==> config.mk <==
export PLATFORM = sky130hd
export DESIGN_NAME = serial_adder_ctrl
export DESIGN_NICKNAME = d
export VERILOG_FILES = /design/src/rtl/serial_adder_ctrl_pkg.sv /design/src/rtl/serial_adder_ctrl_fa.sv /design/src/rtl/serial_adder_ctrl.sv
export SDC_FILE = /design/constraint.sdc
export NUM_CORES = 1
export LEC_CHECK = 0
export ABC_AREA = 1
export CAP_MARGIN = 20
export CORE_MARGIN = 5
export CORE_UTILIZATION = 40
export DETAILED_ROUTE_END_ITERATION = 10
export MAX_ROUTING_LAYER = met4
export PLACE_DENSITY = 0.69
export SETUP_SLACK_MARGIN = 0.1
export SYNTH_ARGS = -nofsm -noshare
export SYNTH_HDL_FRONTEND = slang
export SYNTH_SLANG_ARGS = --single-unit
export TNS_END_PERCENT = 50
==> constraint.sdc <==
create_clock -name clk -period 1.1 [get_ports clk]
set_input_delay 0.11 -clock clk [delete_from_list [all_inputs] [get_ports clk]]
set_output_delay 0.11 -clock clk [all_outputs]
set_load 0.05 [all_outputs]
==> src/rtl/serial_adder_ctrl_pkg.sv <==
// Shared FSM encoding for the bit-serial adder controller.
package serial_adder_ctrl_pkg;

    localparam logic [1:0] ST_IDLE = 2'd0;
    localparam logic [1:0] ST_CALC = 2'd1;
    localparam logic [1:0] ST_DONE = 2'd2;

    typedef enum logic [1:0] {
        S_IDLE = ST_IDLE,
        S_CALC = ST_CALC,
        S_DONE = ST_DONE
    } state_e;

endpackage

==> src/rtl/serial_adder_ctrl_fa.sv <==
// Single-bit full-adder cell (FA_rtl), time-shared by the serial adder controller.
module FA_rtl (
    input  logic a_i,
    input  logic b_i,
    input  logic cin_i,
    output logic sum_o,
    output logic cout_o
);

    assign sum_o  = a_i ^ b_i ^ cin_i;
    assign cout_o = (a_i & b_i) | (a_i & cin_i) | (b_i & cin_i);

endmodule

==> src/rtl/serial_adder_ctrl.sv <==
// Bit-serial adder controller: one FA cell iterated over NBITS cycles, val/rdy on both sides.
// Optional macro SERIAL_ADDER_CTRL_OVERLAP_EN lets a new operand pair load in the same cycle a result leaves.
module serial_adder_ctrl
    import serial_adder_ctrl_pkg::*;
#(
    parameter int NBITS = 8
) (
    input  logic             clk,
    input  logic             reset,
    input  logic             in_val,
    output logic             in_rdy,
    input  logic [NBITS-1:0] in_a,
    input  logic [NBITS-1:0] in_b,
    input  logic             in_cin,
    output logic             out_val,
    input  logic             out_rdy,
    output logic [NBITS-1:0] out_sum,
    output logic             out_cout,
    output state_e           dbg_state_o
);

    localparam int CNT_W = $clog2(NBITS);
    localparam logic [CNT_W-1:0] CNT_LAST = CNT_W'(NBITS - 1);

    state_e           state_q, state_d;
    logic [NBITS-1:0] a_q, a_d;
    logic [NBITS-1:0] b_q, b_d;
    logic [NBITS-1:0] sum_q, sum_d;
    logic             carry_q, carry_d;
    logic [CNT_W-1:0] cnt_q, cnt_d;
    logic             fa_sum, fa_cout;
    logic             load;

    FA_rtl u_fa (
        .a_i    (a_q[0]),
        .b_i    (b_q[0]),
        .cin_i  (carry_q),
        .sum_o  (fa_sum),
        .cout_o (fa_cout)
    );

    // Handshake: a transfer happens on a rising edge where val && rdy are both high.
`ifdef SERIAL_ADDER_CTRL_OVERLAP_EN
    assign in_rdy = ((state_q == S_IDLE) || ((state_q == S_DONE) && out_rdy)) && !reset;
`else
    assign in_rdy = (state_q == S_IDLE) && !reset;
`endif
    assign out_val     = (state_q == S_DONE);
    assign out_sum     = sum_q;
    assign out_cout    = carry_q;
    assign dbg_state_o = state_q;
    assign load        = in_val && in_rdy;

    always_comb begin
        state_d = state_q;
        a_d     = a_q;
        b_d     = b_q;
        sum_d   = sum_q;
        carry_d = carry_q;
        cnt_d   = cnt_q;
        case (state_q)
            S_IDLE: ;
            S_CALC: begin
                sum_d   = {fa_sum, sum_q[NBITS-1:1]};
                a_d     = a_q >> 1;
                b_d     = b_q >> 1;
                carry_d = fa_cout;
                cnt_d   = cnt_q + 1'b1;
                if (cnt_q == CNT_LAST) begin
                    state_d = S_DONE;
                end
            end
            S_DONE: begin
                if (out_rdy) begin
                    state_d = S_IDLE;
                end
            end
            default: state_d = S_IDLE;
        endcase
        // in_rdy is only high in IDLE, or in DONE with the result leaving, so loading wins here.
        if (load) begin
            a_d     = in_a;
            b_d     = in_b;
            carry_d = in_cin;
            cnt_d   = '0;
            state_d = S_CALC;
        end
    end

    always_ff @(posedge clk or posedge reset) begin
        if (reset) begin
            state_q <= S_IDLE;
            a_q     <= '0;
            b_q     <= '0;
            sum_q   <= '0;
            carry_q <= 1'b0;
            cnt_q   <= '0;
        end else begin
            state_q <= state_d;
            a_q     <= a_d;
            b_q     <= b_d;
            sum_q   <= sum_d;
            carry_q <= carry_d;
            cnt_q   <= cnt_d;
        end
    end

endmodule

== Yosys cells after proc, flatten, opt, wreduce, memory -nomap -nowiden ==
Index checks and enable logic that the tools add are counted.
Cells by class
  add/subtract/negate cells: 1
  multiply operators: 0
  div/mod/pow operators: 0
  magnitude comparators: 0
  equality and inequality tests: 6
  shift-type cells: 0
  multiplexer cells: 12
  bitwise logic cells: 7
  reduce and logical (&&, ||, !) cells: 6
Operators by type and width (number)
  8-bit 2-to-1 mux: 4
  2-bit 2-to-1 mux: 3
  3-bit 2-to-1 mux: 2
  2-bit one-hot mux with 3 select lines: 1
  3-bit by 1-bit adder with 3-bit output (second input constant): 1
  1-bit bitwise AND: 3
  3-bit == test (second input constant): 1
  3-bit by 1-bit != test with 1-bit output (second input constant): 1
  3-bit != test (second input constant): 1
  3-bit AND reduction: 1
  2-bit by 1-bit == test with 1-bit output (second input constant): 1
  2-bit == test (second input constant): 1
  1-bit logical AND: 2
  2-bit logical NOT: 1
  1-bit 2-to-1 mux: 2
  2-bit != test (second input constant): 1
  1-bit OR: 2
  2-bit nonzero test: 1
  1-bit XOR: 2
  1-bit logical NOT: 1
Word-level totals
  flip-flop bits (word level): 30
  bits in latches: 0
  RAM bits: 0
  bits in read-only memories: 0
  input port bits: 21
  memories: 0

== Longest topological paths before layout ==
  depth after elaboration: 5
  depth in mapped cells: 7

== Cells and area by module ==
From an unflattened synthesis, not the netlist that was laid out.
Second synthesis, totals
  cells, all modules: 160
  area, all modules: 1426.4 um^2
By module, submodules not included
  serial_adder_ctrl: times used 1, cells an instance 159, area an instance 1406.3 um^2
  FA_rtl: times used 1, cells an instance 1, area an instance 20.0 um^2

== Worst setup path before layout ==
No wires, ideal clock.
  kind: register to output
  from: register state_q[0], in the netlist dbg_state_o[0]
  to: output in_rdy
  data arrival time: 1.806 ns
  data required time: 0.990 ns
  setup slack: -0.816 ns
  cell stages (with the launch flop): 2
  path through: dfrtp_1 > nor3_1
On the way
  longest elaborated chain between the ends: 2
RTL lines
  from (decl): line serial_adder_ctrl.sv:25  | state_e state_q, state_d;
  from (signal assigned): line serial_adder_ctrl.sv:99  | state_q <= state_d;
  2-bit logical NOT: line serial_adder_ctrl.sv:46  | assign in_rdy = (state_q == S_IDLE) && !reset;
  1-bit logical AND: line serial_adder_ctrl.sv:46
  to (decl): line serial_adder_ctrl.sv:11  | output logic in_rdy,
Every way passes these cells.

== Worst setup path in the final report ==
Same ends and word-level chain as after synthesis.

==> reports/qor.txt <==
status: finished with violations
failing checks: negative setup slack
Top Metal Used: met4
leakage power: 1.08 nW
die area: 4810 um2
Top delay family on crit path: flip-flops
vias in the first global route: 1434
Slew @ Worst Pin: 0.214 ns
initial antenna violation count: 0
worst-path cell chain: buf_12 -> nor3_4 -> buf_12
TritonRoute pass-1 iters: 6
Yosys cell types: 22
CP Class: register to output pin
row cnt: 21
Clk pin slew, worst setup/hold paths: 0.10 ns
Max FO, Critical Path: 3
synthesized net count: 181
P&R area growth vs syn: 61.4%
P per Cell Area: 2850 nW/um2
cts bufs inserted: 5
dpl ws: -0.196 ns
yosys synthesis warning count: 0
RSZ-0062 raised after global routing: true
Post-Synth Simple-Gate Area: 33.7%
layout cell share with drive strength beyond 1: 29.4%
Avg WL per Cell: 14.4 um
Setup crit end: in_rdy
CTS tree: built
max_cap viols: 0
leading area contributor after synthesis: dfrtp_1
Worst Path Required: 0.99 ns
Final Cycle Share: 125%
CP bufs+invs: 2
M1 WL: 1490 um
Net Sw Frac: 41.8%
Total GRT Usage: 17.2%
post-synthesis instance total: 157
Int Pwr: 0.00377 W
largest stage delay on the critical path: 0.50 ns
Avg Cell Area, Syn: 8.98 um2
Crit. Startpoint: dbg_state_o[0]
reg2reg setup slack: -0.26 ns
fin cells: 260
adder-cell area share of the yosys netlist: 3.19%
grt total ovfl: 0
synthesized area: 1410 um2
Placer Congestion: 0.811
Worst path depth: 3
Layout Skew: 0.0115 ns
# hold bufs at CTS: 0
# diodes: 0
drt drc: 0
EDFF count, synth: 0
Primary FF master, synth: dfrtp_1
Area contributors post-synth: dfrtp_1 53%, nand2_1 13%, nand3_1 12%
Yosys reg bits: 30
routed length on met2: 1980 um
slowest CP cell: dfrtp_4
final setup fails: 34
H-tree Lvls: 2
Crit path arrival time: 1.27 ns
met3 wire len: 205 um
final net count: 238
PortBufs: 33
Yosys top cell area share: 53.2%
Async S/R FF share, synth: 100%
CTS root buf: clkbuf_4
fill cell count: 273
Rel. slew slack: 85.6%
clock sinks: 30
Setup WS post-layout: -0.278 ns
routed vias/inst: 5.02
Max Freq: 0.726 GHz
Skew-Pair Late Insertion Delay: 0.34 ns
maximum number of pins on one net before global-route repair: 26
Core ar.: 3360 um2
PnR Total Power: 0.00649 W
via count: 1305
Comb pwr share: 60.0%
Worst VDD drop: 0.00165 V
r2r endpoint: a_q[5]
global-route wire length before repair: 6390 um
Startpoint Class: register
initial DRC count: 88
most frequent cells in the layout: 47 x nand2_1, 32 x nand3_1, 26 x dfrtp_1, 20 x clkdlybuf4s50_1, 17 x buf_4
dpl cells: 244
Ports: 34
worst r2r path cells: 6
CP endpoint kind: output pin
HPWL Detailed: 2550 um
worst hold path class: input port to asynchronous set/reset pin
Final Hold Vio Count: 0
Seq/Total Area, Yosys: 53.2%
Final Critical Period: 1.38 ns
maximum clock insertion buffer count: 2
post-synthesis mux area share: 0%
Clk network pwr share: 10.4%
largest family of logic cells by synthesized area: simple AND/OR/NAND/NOR gates
post-synthesis xor/xnor area fraction: 0.621%
Slew Viols, Final: 0
Die Width: 69.4 um
DRT antenna net count: 0
drt total wl: 3750 um
die extent in y: 69.4 um
Flop pwr share: 29.6%
Initial Util: 41.9%
Synth Area in Compound Gates: 2.13%
Psw: 0.00271 W
leading cell type in the layout, fill and taps excluded: nand2_1
R2R Path Start: dbg_state_o[0]
most frequent CP cell: buf_12
==> how the worst min path moves through the flow <==
stage / end / start / slack [ns]
2_1_floorplan: dbg_state_o[1] / out_rdy / 0.20
3_3_place_gp: a_q[6] / a_q[7] / 0.47
3_5_place_dp: a_q[3] / a_q[4] / 0.49
4_1_cts: b_q[4] / reset / 0.17
5_1_grt: b_q[4] / reset / 0.19
6_report: b_q[4] / reset / 0.16
==> power groups by stage <==
| stage | clock [W] | sequential, W | combinational (W) |
|---|---|---|---|
| 6_report | 0.000676 | 0.00192 | 0.00389 |
| 2_1_floorplan | 0 | 0.00242 | 0.00140 |
| 5_1_grt | 0.000729 | 0.00198 | 0.00418 |
| 3_5_place_dp | 0 | 0.00195 | 0.00328 |
| 3_3_place_gp | 0 | 0.00193 | 0.00316 |
| 4_1_cts | 0.000678 | 0.00191 | 0.00388 |
==> Yosys cell counts (2+ instances only) <==
library cell	count
buf_2	5
buf_4	3
buf_6	2
dfrtp_1	30
ha_1	2
inv_1	4
inv_2	2
nand2_1	47
nand3_1	33
nand4_1	15
nor2_1	2
o21ai_2	2
==> worst register-to-register path, stage by stage, from the launching register on <==
cell	delay, ns
dfrtp_4	0.50
buf_4	0.17
nor2_4	0.15
nand3_4	0.12
buf_6	0.15
nand3_1	0.07
nand3_1	0.08
==> metrics by stage <==
step           hold slack (ns)  setup TNS (ns)  instance area [um2]  util, %
2_1_floorplan            0.203           -3.94                 1450        -
3_3_place_gp             0.471           -2.48                 2050     60.9
3_5_place_dp             0.487           -3.53                 2050     60.9
4_1_cts                  0.172           -5.23                 2270     67.5
5_1_grt                  0.193           -7.36                 2280     67.7
6_report                 0.162           -6.03                 2280     67.7
==> metal layers <==
layer  track usage [%]  vias to the layer above
li1                  -                      650
met1              17.8                      606
met2              30.0                       39
met3              5.80                       10
met4              6.51                        0
met5                 -                        -
==> state kept, by name, indices dropped and copies added (netlist names) <==
register,flops
cnt_q,3
out_sum,8
out_cout,1
dbg_state_o,2
b_q,8
a_q,8
==> layout make-up <==
class                   count  area [um2]  area share, %
multi-input cells         109         604           26.6
well taps                  46        57.6           2.53
flip-flops and latches     30         758           33.3
inverters                   7        33.8           1.48
repair buffers             61         767           33.7
clock buffers               7        55.1           2.42
==> cell families after synthesis <==
kind of cell | after synthesis
AO/OA/AOI/OAI | 4
XOR/XNOR | 1
adder cells (fa/ha/maj) | 3
buffers and inverters | 18
flip-flops | 30
AND/OR/NAND/NOR | 101
==> what timing repair did <==
item | in CTS | in global routing
cloned | 3 | 0
pin swaps | 2 | 1
buffers inserted | 6 | 0
setup endpoints to repair | 43 | 43
resized for setup | 15 | 3
Note: power is estimated with default switching activity, not from simulation.
